### src/rtl/apb_slave_mem_pkg.sv
// Shared APB encodings and the completer FSM state type.
// Imported by the apb_slave_mem block and its bridge-side peers.
package apb_pkg;

  typedef enum logic [1:0] {
    IDLE   = 2'd0,
    ACCESS = 2'd1,
    DONE   = 2'd2
  } slv_state_e;

  localparam logic READY     = 1'b1;
  localparam logic NOT_READY = 1'b0;
  localparam logic ERROR     = 1'b1;
  localparam logic NO_ERROR  = 1'b0;
  localparam logic ENABLE    = 1'b1;
  localparam logic DISABLE_  = 1'b0;
  localparam logic READ      = 1'b0;
  localparam logic WRITE     = 1'b1;

endpackage

### src/rtl/apb_slave_mem_if.sv
// APB slot bundle: PSEL/PENABLE/PWRITE/PADDR/PWDATA from the bridge,
// PRDATA/PREADY/PSLVERR back from the completer.
interface apb_slave_mem_if #(
  parameter int ADDR_WIDTH = 32,
  parameter int DATA_WIDTH = 32
);
  logic                  PSEL;
  logic                  PENABLE;
  logic                  PWRITE;
  logic [ADDR_WIDTH-1:0] PADDR;
  logic [DATA_WIDTH-1:0] PWDATA;
  logic [DATA_WIDTH-1:0] PRDATA;
  logic                  PREADY;
  logic                  PSLVERR;

  modport master (
    output PSEL, PENABLE, PWRITE,
    output PADDR, PWDATA,
    input  PRDATA, PREADY, PSLVERR
  );

  modport slave (
    input  PSEL, PENABLE, PWRITE,
    input  PADDR, PWDATA,
    output PRDATA, PREADY, PSLVERR
  );
endinterface

### src/rtl/apb_slave_regfile.sv
// DEPTH x DATA_WIDTH word store, sync reset, 1 write port
// (i_we/i_wr_idx/i_wr_data) and 1 combinational read port.
module apb_slave_regfile #(
  parameter int DEPTH      = 64,
  parameter int DATA_WIDTH = 32,
  parameter int IW         = 6
) (
  input  logic                  clk,
  input  logic                  rst,
  input  logic                  i_we,
  input  logic [IW-1:0]         i_wr_idx,
  input  logic [DATA_WIDTH-1:0] i_wr_data,
  input  logic [IW-1:0]         i_rd_idx,
  output logic [DATA_WIDTH-1:0] o_rd_data
);

  logic [DATA_WIDTH-1:0] r_mem [DEPTH];

  always_ff @(posedge clk) begin
    if (rst) begin
      for (int i = 0; i < DEPTH; i++)
        r_mem[i] <= '0;
    end else if (i_we) begin
      r_mem[i_wr_idx] <= i_wr_data;
    end
  end

  assign o_rd_data = r_mem[i_rd_idx];

endmodule

### src/rtl/apb_slave_mem.sv
// APB completer with a word window, programmable wait states and PSLVERR.
// Ports: HCLK, HRESET, bus (slave modport), WAIT_CFG in, ERR_CNT out.
module apb_slave_mem
  import apb_pkg::*;
#(
  parameter int                  ADDR_WIDTH = 32,
  parameter int                  DATA_WIDTH = 32,
  parameter logic [ADDR_WIDTH-1:0] BASE_ADDR = 'h100,
  parameter int                  DEPTH      = 64,
  parameter int                  RO_WORDS   = 4
) (
  input  logic        HCLK,
  input  logic        HRESET,
  apb_slave_mem_if.slave bus,
  input  logic [3:0]  WAIT_CFG,
  output logic [7:0]  ERR_CNT
);

  localparam int IW = (DEPTH > 1) ? $clog2(DEPTH) : 1;

  slv_state_e            r_state, w_state_nxt;
  logic [IW-1:0]         r_idx, w_idx_nxt;
  logic                  r_write, w_write_nxt;
  logic [DATA_WIDTH-1:0] r_wdata, w_wdata_nxt;
  logic                  r_err, w_err_nxt;
  logic [3:0]            r_cnt, w_cnt_nxt;
  logic [DATA_WIDTH-1:0] r_prdata, w_prdata_nxt;
  logic                  r_pready, w_pready_nxt;
  logic                  r_pslverr, w_pslverr_nxt;
  logic [7:0]            r_err_cnt, w_err_cnt_nxt;

  logic [ADDR_WIDTH-1:0] w_off;
  logic [ADDR_WIDTH-1:0] w_idx_full;
  logic [IW-1:0]         w_idx;
  logic                  w_err;
  logic                  w_setup;
  logic                  w_we;
  logic [IW-1:0]         w_rd_idx;
  logic [DATA_WIDTH-1:0] w_rd_data;

  // Offset wraps when PADDR is below the base; the explicit
  // compare catches that case too.
  assign w_off      = bus.PADDR - BASE_ADDR;
  assign w_idx_full = {2'b00, w_off[ADDR_WIDTH-1:2]};
  assign w_idx      = w_idx_full[IW-1:0];
  assign w_err      = (bus.PADDR < BASE_ADDR)
                   || (w_off[1:0] != 2'b00)
                   || (w_idx_full >= ADDR_WIDTH'(DEPTH))
                   || (bus.PWRITE == WRITE
                       && w_idx_full < ADDR_WIDTH'(RO_WORDS));
  assign w_setup    = bus.PSEL && (bus.PENABLE == DISABLE_);

  apb_slave_regfile #(
    .DEPTH      (DEPTH),
    .DATA_WIDTH (DATA_WIDTH),
    .IW         (IW)
  ) u_regfile (
    .clk       (HCLK),
    .rst       (HRESET),
    .i_we      (w_we),
    .i_wr_idx  (r_idx),
    .i_wr_data (r_wdata),
    .i_rd_idx  (w_rd_idx),
    .o_rd_data (w_rd_data)
  );

  always_comb begin
    w_state_nxt   = r_state;
    w_idx_nxt     = r_idx;
    w_write_nxt   = r_write;
    w_wdata_nxt   = r_wdata;
    w_err_nxt     = r_err;
    w_cnt_nxt     = r_cnt;
    w_prdata_nxt  = r_prdata;
    w_pready_nxt  = r_pready;
    w_pslverr_nxt = r_pslverr;
    w_err_cnt_nxt = r_err_cnt;
    w_we          = 1'b0;
    w_rd_idx      = r_idx;

    unique case (r_state)
      IDLE, DONE: begin
        w_state_nxt = IDLE;
        // Zero-wait reads fetch straight from the live address.
        w_rd_idx    = w_idx;
        if (w_setup) begin
          w_state_nxt = ACCESS;
          w_idx_nxt   = w_idx;
          w_write_nxt = bus.PWRITE;
          w_wdata_nxt = bus.PWDATA;
          w_err_nxt   = w_err;
          w_cnt_nxt   = WAIT_CFG;
          if (WAIT_CFG == 4'd0) begin
            w_pready_nxt  = READY;
            w_pslverr_nxt = w_err;
            if (!w_err && bus.PWRITE == READ)
              w_prdata_nxt = w_rd_data;
          end
        end
      end
      ACCESS: begin
        if (!bus.PSEL) begin
          w_state_nxt   = IDLE;
          w_pready_nxt  = NOT_READY;
          w_pslverr_nxt = NO_ERROR;
        end else if (r_pready == NOT_READY) begin
          if (r_cnt > 4'd1) begin
            w_cnt_nxt = r_cnt - 4'd1;
          end else begin
            w_cnt_nxt     = 4'd0;
            w_pready_nxt  = READY;
            w_pslverr_nxt = r_err;
            if (!r_err && r_write == READ)
              w_prdata_nxt = w_rd_data;
          end
        end else if (bus.PENABLE == ENABLE) begin
          w_we = (r_write == WRITE) && !r_err;
          if (r_err && r_write == READ)
            w_prdata_nxt = '0;
          if (r_pslverr && r_err_cnt != 8'hFF)
            w_err_cnt_nxt = r_err_cnt + 8'd1;
          w_pready_nxt  = NOT_READY;
          w_pslverr_nxt = NO_ERROR;
          w_state_nxt   = DONE;
        end
      end
      default: w_state_nxt = IDLE;
    endcase
  end

  always_ff @(posedge HCLK) begin
    if (HRESET) begin
      r_state   <= IDLE;
      r_idx     <= '0;
      r_write   <= READ;
      r_wdata   <= '0;
      r_err     <= NO_ERROR;
      r_cnt     <= '0;
      r_prdata  <= '0;
      r_pready  <= NOT_READY;
      r_pslverr <= NO_ERROR;
      r_err_cnt <= '0;
    end else begin
      r_state   <= w_state_nxt;
      r_idx     <= w_idx_nxt;
      r_write   <= w_write_nxt;
      r_wdata   <= w_wdata_nxt;
      r_err     <= w_err_nxt;
      r_cnt     <= w_cnt_nxt;
      r_prdata  <= w_prdata_nxt;
      r_pready  <= w_pready_nxt;
      r_pslverr <= w_pslverr_nxt;
      r_err_cnt <= w_err_cnt_nxt;
    end
  end

  assign bus.PRDATA  = r_prdata;
  assign bus.PREADY  = r_pready;
  assign bus.PSLVERR = r_pslverr;
  assign ERR_CNT     = r_err_cnt;

endmodule

### src/flat_wrapper.sv
// flat-port wrapper written by rule: the top's interface ports become plain ports
module apb_slave_mem_flat import apb_pkg::*;
#(
  parameter int                  ADDR_WIDTH = 32,
  parameter int                  DATA_WIDTH = 32,
  parameter logic [ADDR_WIDTH-1:0] BASE_ADDR = 'h100,
  parameter int                  DEPTH      = 64,
  parameter int                  RO_WORDS   = 4
)
  (HCLK, HRESET, WAIT_CFG, ERR_CNT, bus_PSEL, bus_PENABLE, bus_PWRITE, bus_PADDR, bus_PWDATA, bus_PRDATA, bus_PREADY, bus_PSLVERR);
  apb_slave_mem_if #(.ADDR_WIDTH(ADDR_WIDTH), .DATA_WIDTH(DATA_WIDTH)) bus_i ();
  input  logic HCLK;
  input  logic HRESET;
  input  logic [3:0] WAIT_CFG;
  output logic [7:0] ERR_CNT;
  input wire logic [$bits(bus_i.PSEL)-1:0] bus_PSEL;
  input wire logic [$bits(bus_i.PENABLE)-1:0] bus_PENABLE;
  input wire logic [$bits(bus_i.PWRITE)-1:0] bus_PWRITE;
  input wire logic [$bits(bus_i.PADDR)-1:0] bus_PADDR;
  input wire logic [$bits(bus_i.PWDATA)-1:0] bus_PWDATA;
  output wire logic [$bits(bus_i.PRDATA)-1:0] bus_PRDATA;
  output wire logic [$bits(bus_i.PREADY)-1:0] bus_PREADY;
  output wire logic [$bits(bus_i.PSLVERR)-1:0] bus_PSLVERR;
  assign bus_i.PSEL = bus_PSEL;
  assign bus_i.PENABLE = bus_PENABLE;
  assign bus_i.PWRITE = bus_PWRITE;
  assign bus_i.PADDR = bus_PADDR;
  assign bus_i.PWDATA = bus_PWDATA;
  assign bus_PRDATA = bus_i.PRDATA;
  assign bus_PREADY = bus_i.PREADY;
  assign bus_PSLVERR = bus_i.PSLVERR;
  apb_slave_mem #(.ADDR_WIDTH(ADDR_WIDTH), .DATA_WIDTH(DATA_WIDTH), .BASE_ADDR(BASE_ADDR), .DEPTH(DEPTH), .RO_WORDS(RO_WORDS)) u_core (.HCLK(HCLK), .HRESET(HRESET), .bus(bus_i), .WAIT_CFG(WAIT_CFG), .ERR_CNT(ERR_CNT));
endmodule
### config.mk
export PLATFORM = sky130hd
export DESIGN_NAME = apb_slave_mem_flat
export DESIGN_NICKNAME = d
export VERILOG_FILES = /design/src/rtl/apb_slave_mem_pkg.sv /design/src/rtl/apb_slave_mem_if.sv /design/src/rtl/apb_slave_regfile.sv /design/src/rtl/apb_slave_mem.sv /design/src/flat_wrapper.sv
export SDC_FILE = /design/constraint.sdc
export NUM_CORES = 2
export LEC_CHECK = 0
export ABC_AREA = 1
export BUFFER_PORTS_ARGS = -buffer_cell sky130_fd_sc_hd__buf_2
export CORE_AREA = 2 2 537 539
export DETAILED_ROUTE_END_ITERATION = 7
export DIE_AREA = 0 0 539 541
export PLACE_DENSITY = 0.6
export RECOVER_POWER = 100
export SLEW_MARGIN = 20
export SYNTH_ARGS = -nofsm -noshare
export SYNTH_HDL_FRONTEND = slang
export SYNTH_SLANG_ARGS = --single-unit
export TNS_END_PERCENT = 5
### constraint.sdc
create_clock -name HCLK -period 3.1 [get_ports HCLK]
set_input_delay 0.155 -clock HCLK [delete_from_list [all_inputs] [get_ports HCLK]]
set_output_delay 0.155 -clock HCLK [all_outputs]
set_load 0.05 [all_outputs]
* After elaboration in Yosys (flattened, before gate mapping)
Memory sizes are Yosys's and may differ from the RTL's.
Cells that the tools add are included.
** Operators by class
- Div/mod/pow operators :: 0
- Reduce and logical (&&, ||, !) cells :: 25
- Add/sub/neg operators :: 3
- Eq/ne operators :: 16
- Shift operators :: 0
- Multiply operators :: 0
- Mux-type cells :: 47
- $lt $le $gt $ge :: 4
- Bitwise logic cells :: 3
** Operators with widths (count)
- 32-bit 2-to-1 mux :: 10
- 32-bit one-hot mux with 2 select lines :: 1
- 32-bit by 9-bit < comparator with 1-bit output, second input constant :: 1
- 32-bit OR reduction :: 1
- 32-bit by 9-bit subtractor with 32-bit output, second input constant :: 1
- 30-bit by 7-bit greater-or-equal comparator with 1-bit output, second input constant :: 1
- 30-bit by 3-bit < comparator with 1-bit output, second input constant :: 1
- 1-bit 2-to-1 mux :: 23
- 4-bit 2-to-1 mux :: 4
- 6-bit 2-to-1 mux :: 2
- 5-bit AND reduction :: 2
- 3-bit != test, second input constant :: 3
- 9-bit AND reduction :: 1
- 8-bit by 1-bit adder with 8-bit output, second input constant :: 1
- 8-bit != test, second input constant :: 1
- 4-bit one-hot mux with 2 select lines :: 1
- 1-bit logical AND :: 7
- 2-bit 2-to-1 mux :: 3
- 2-bit by 1-bit != test with 1-bit output, second input constant :: 3
- 3-bit by 2-bit != test with 1-bit output, second input constant :: 2
- 4-bit by 1-bit greater-than comparator with 1-bit output, second input constant :: 1
- 4-bit logical NOT :: 1
- 2-bit != test, second input constant :: 2
- 4-bit by 3-bit != test with 1-bit output, second input constant :: 1
- 16 further kinds :: 24
** Storage, ports and cells
- Memory bits (read-only) :: 0
- Output and inout port bits :: 42
- Memories kept :: 1
- Register bits :: 88
- RAM bits :: 2048
- Word-level logic and storage cells :: 109
- Latch bits :: 0
- Input bits :: 73
** Memories
- u_core.u_regfile.r_mem :: words 64, bits a word 32, rd ports 1, clocked after Yosys merged registers in 0, write ports 64, line apb_slave_regfile.sv:17 : logic [DATA_WIDTH-1:0] r_mem [DEPTH];

* Depth between registers and ports, before layout
- Depth after elaboration :: 11
- Mapped depth :: 17
- Depth with buffers taken out :: 16

* Modules after synthesis
A second synthesis with hierarchy kept.
** Unflattened totals
- Cell total of the unflattened synthesis :: 9957
- Area total of the unflattened synthesis :: 95878.2 um^2
** By module, submodules not included
- apb_slave_regfile :: times used 1, area an instance 91397.7 um^2, sequential area each 61499.0 um^2, cells each 9294
- apb_slave_mem :: times used 1, area an instance 4480.5 um^2, sequential area each 1761.7 um^2, cells each 663

* Least setup slack after synthesis
OpenSTA, ideal clock, no wires.
- Path type :: reg2reg
- Start point :: reg u_core.r_pready (netlist: u_core.bus.PREADY)
- End point :: mem u_core.u_regfile.r_mem[12][0] (enable)
- Arrival :: 2.773 ns
- Stages on the path, launching flop included :: 10
- Required time :: 2.711 ns
- Period minus slack after synthesis :: 3.163 ns
- Path slack :: -0.063 ns
- Buffers on the path :: 1
- Setup time :: 0.389 ns
- Cells stage by stage :: dfxtp_1 -> nand2_1 -> nor3_2 -> nand3_1 -> inv_1 -> nand2_1 -> nor3_2 -> nand2_1 -> buf_2 -> nand2_1
** RTL lines
- from (decl) :: line apb_slave_mem.sv:28 : logic r_pready, w_pready_nxt;
- from (signal assigned) :: line apb_slave_mem.sv:151 : r_pready <= w_pready_nxt;
- to (decl) :: line apb_slave_regfile.sv:17

* Worst setup path after layout
- Start point :: reg u_core.r_state[0]
- End point :: reg u_core.r_prdata[13] (netlist: u_core.bus.PRDATA[13])
** Between the ends
- Cells in the longest elaborated chain, start to end :: 9
- Elaborated cells between the ends (all ways) :: 24
- Classes of those cells :: 10 x eq/ne; 9 x mux; 4 x reduce/logical; 1 x memory
** RTL lines
- from (decl) :: line apb_slave_mem.sv:21 : slv_state_e r_state, w_state_nxt;
- from (signal assigned) :: line apb_slave_mem.sv:144 : r_state <= w_state_nxt;
- 2-bit equality test or 2-bit logical NOT (tied branches) :: line apb_slave_mem.sv:81 : unique case (r_state)
- 2-bit OR reduction :: line apb_slave_mem.sv:81
- 6-bit 2-to-1 mux :: line apb_slave_mem.sv:81
- memory read 64 x 32 bit
- 32-bit 2-to-1 mux :: line apb_slave_mem.sv:113 : if (!r_err && r_write == READ)
- 32-bit 2-to-1 mux :: line apb_slave_mem.sv:107 : if (r_cnt > 4'd1) begin
- 32-bit 2-to-1 mux :: line apb_slave_mem.sv:106 : end else if (r_pready == NOT_READY) begin
- 32-bit 2-to-1 mux :: line apb_slave_mem.sv:102 : if (!bus.PSEL) begin
- 32-bit one-hot mux with 2 select lines :: line apb_slave_mem.sv:81
- to (signal assigned) :: line apb_slave_mem.sv:150 : r_prdata <= w_prdata_nxt;
- to (decl) :: line apb_slave_mem.sv:27 : logic [DATA_WIDTH-1:0] r_prdata, w_prdata_nxt;
Several ways; a longest one is shown, not always the timed one. The select of a mux whose other input is x is not followed.
A chain may end at the register's enable or synchronous reset.

==> run_results.csv <==
group,metric,value,unit
routing,wl,313000,um
routing,drt-pass1-iter-count,6,
routing,drc_errors,0,
timing,grt_setup_unrepaired,"true",
clock_network,cts_root_buf,"clkbuf_16",
timing,hold_violations,0,
critical_path,cp-end-kind,"flop",
critical_path,cp.arrival,3790,ps
synth,synth-edff-count,2048,
timing,period_needed,3000,ps
synth,synthCells,10800,
routing,postRouteAntennaNets,0,
timing,finalSetupViolCount,0,
worst_hold_path,hp-class,"in -> reg",
finish,layout-drive-gt1-share,0.0835,
synth,syn_area,99500,sq um
clock_network,cts_buffer_depth,3,
floorplanning,rows,197,
routing,wl_per_cell,21.2,um
floorplanning,die_w,539,um
power_and_ir_drop,ir_drop,0.000621,V
power_and_ir_drop,power,67.2,mW
place,pre_cts_ws,95.8,ps
global_routing,grt_max_degree,105,
routing,via_per_inst,5.08,
finish,final_nets,10800,
global_routing,antenna_found_initial,6,
synth,ys_warn_count,0,
place,place_inst,14300,
finish,n_fill_cell,27900,
synth,synthFlopType,"edfxtp_1",
place,detailed_place_hpwl,192000,um
power_and_ir_drop,power_leakage,44.8,nW
critical_path,cp.buffers_inverters,5,
timing,tightest_slew,1180,ps
clock_network,insertion_delay,890,ps
floorplanning,chipHeight,541,um
timing,finalClockSkew,31.6,ps
clock_network,cts_buffers,223,
synth,synth_seq_cells,2136,
global_routing,grt_overflow,0,
flow_run,timing.max_cap.violations,0,
clock_network,clk_pin_slew,60,ps
synth,synth_nets,10900,
global_routing,track_usage,0.209,
synth,synthArstFlopShare,0,
synth,avgSynthCellArea,9.19,sq um
place,gp_congestion,0.888,
routing,drt-initial-drc-count,7990,
critical_path,critPathMaxStageDelay,370,ps
clock_network,cts_tree,"yes",
critical_path,crit_path_top_delay_cell,"a21oi_1",
status,outcome,"completed",
critical_path,worstSetupPathType,"reg -> reg",
place,io_buffers,114,
clock_network,clkSinkCount,2136,
critical_path,crit_family,"buffers and inverters",
critical_path,cp-start-kind,"flop",
floorplanning,core_area,286000,sq um
clock_network,htree_levels,4,
timing,period_share,0.967,
finish,ff_latch_area,63300,sq um
synth,ys_types,31,
critical_path,crit_chain,"buf_4, buf_4, nand2_1, o21ai_4, inv_8, buf_12, buf_4, nand3_1, nand3_1, nand3_1, a21oi_1, nor2_1, nor2_1, nor2_1",
floorplanning,initial_core_util,0.348,
power_and_ir_drop,p_per_area,586,nW/um^2
floorplanning,die-area,292000,sq um
critical_path,worstPathMaxFanout,31,
routing,vias,75000,
timing,fmax,333,MHz
finish,multi_input_area,28400,sq um
timing,slew_violations,0,
finish,layoutNonFillerInstCount,14700,
floorplanning,ios,115,
global_routing,grt_pass1_vias,70600,
finish,syn2layout_area_growth,15.2,%
critical_path,cp.required,3890,ps
timing,fin_ws,101,ps
synth,seq_area_frac_synth,0.635,
timing,relSlewSlack,0.211,
global_routing,grt_pass1_wl,460000,um
## layout make-up
class | count | share of cell area
clock inverters | 124 | 0.0101
inverters | 1192 | 0.0395
clock buffers | 287 | 0.0516
well taps | 3781 | 0.0413
diodes | 5 | 0.000109
multi-input cells | 6606 | 0.247
repair buffers | 610 | 0.0583
flip-flops and latches | 2136 | 0.552
## synthesized netlist by cell type, types with 2 or more instances
master	number	area, sq um
nand2_2	2	12.5
dfxtp_1	88	1760
nor2_1	2475	9290
nand2_1	2084	7820
nand3b_1	2	15.0
nor3_1	13	65.1
a31oi_1	4	25.0
edfxtp_1	2048	61500
o21ai_1	6	30.0
nor3_2	2	20.0
o211ai_1	293	2200
inv_1	1189	4460
nor2_2	7	43.8
a211oi_1	3	22.5
buf_1	58	218
nand4_1	5	31.3
o21ai_0	328	1640
a21oi_1	102	510
nand3_1	1269	6350
ha_1	3	37.5
buf_4	6	45.0
xnor2_1	2	17.5
clkbuf_1	651	2440
buf_2	182	911
inv_2	3	11.3
## sequential cells by signal (all words and copies together) (netlist names)
name / cells
u_core.ERR_CNT: 8
u_core.bus.PRDATA: 32
u_core.bus.PREADY: 1
u_core.bus.PSLVERR: 1
u_core.r_cnt: 4
u_core.r_err: 1
u_core.r_idx: 6
u_core.r_state: 2
u_core.r_wdata: 32
u_core.r_write: 1
u_core.u_regfile.r_mem: 2048
## tightest hold or removal path, stage by stage
cell,delay [ps]
dlygate4sd3_1,520
buf_2,90
o21ai_0,70
a21oi_1,100
## cells by family (layout without fill, tap and decap cells)
kind of cell               Yosys count  after routing  synth area share
other                                0              5                 0
DFF                               2136           2136             0.635
and+or+nand+nor                   5862           5862             0.238
AOI/OAI and AO/OA                  738            738            0.0447
buffers and inverters             2089           2213            0.0813
adders and majority gates            3              3          0.000377
xor gates and xnor gates             3              3          0.000264
## routing by layer
| layer | share of wire | vias up | GRT usage |
|---|---|---|---|
| li1 | - | 35100 | - |
| met1 | 0.41 | 36400 | 0.284 |
| met2 | 0.46 | 3038 | 0.333 |
| met3 | 0.082 | 469 | 0.0281 |
| met4 | 0.047 | 0 | 0.0958 |
| met5 | 0 | - | 0 |
## final timing paths
| kind | slack (ps) | from | cells after the start | end |
|---|---|---|---|---|
| setup / recovery | 100 | u_core.r_state[0]$_SDFFE_PP0P_ | 14 | u_core.bus.PRDATA[13]$_SDFFE_PP0P_ |
| hold / removal | 80 | bus_PWDATA[31] | 4 | u_core.r_wdata[31]$_SDFFE_PP0P_ |
| setup reg to reg | 100 | u_core.r_state[0]$_SDFFE_PP0P_ | 14 | u_core.bus.PRDATA[13]$_SDFFE_PP0P_ |
| hold reg to reg | 440 | u_core.r_wdata[31]$_SDFFE_PP0P_ | 2 | u_core.r_wdata[31]$_SDFFE_PP0P_ |
## report_power, final
group | leakage (nW) | switching (mW) | internal (mW) | total, mW
Sequential | 21.8 | 0.267 | 32.5 | 32.7
Clock | 3.44 | 11.4 | 15.0 | 26.4
Combinational | 19.5 | 5.84 | 2.22 | 8.06
Total | 44.8 | 17.5 | 49.7 | 67.2
## stage by stage
step	hold WS (ps)	utilization	setup TNS (ps)	cell area (sq um)
floorplan	224	-	-43620	99600
global placement	427	0.373	0	107000
detailed placement	432	0.373	0	107000
CTS	21.1	0.400	0	114000
global route	85.3	0.400	-17.2	115000
finish	78.4	0.400	0	115000
## what timing repair did
item,4_1_cts,5_1_grt
endpoints found under the hold margin,65,0
hold buffers,60,0
setup buffers,0,3
gates resized for setup,0,18
setup endpoints to repair,0,366
## cell usage in the layout, fill, tap and decap left out, drive strengths merged, types with 2 or more instances in the layout
| master | instances |
|---|---|
| a211oi | 3 |
| a21oi | 102 |
| a31oi | 4 |
| buf | 533 |
| bufinv | 19 |
| clkbuf | 304 |
| clkinv | 123 |
| clkinvlp | 6 |
| dfxtp | 88 |
| diode | 5 |
| dlygate4sd3 | 60 |
| edfxtp | 2048 |
| ha | 3 |
| inv | 1168 |
| nand2 | 2086 |
| nand3 | 1269 |
| nand3b | 2 |
| nand4 | 5 |
| nor2 | 2482 |
| nor3 | 16 |
| o211ai | 293 |
| o21ai | 334 |
| xnor2 | 2 |
(Power assumes the default switching activity.)
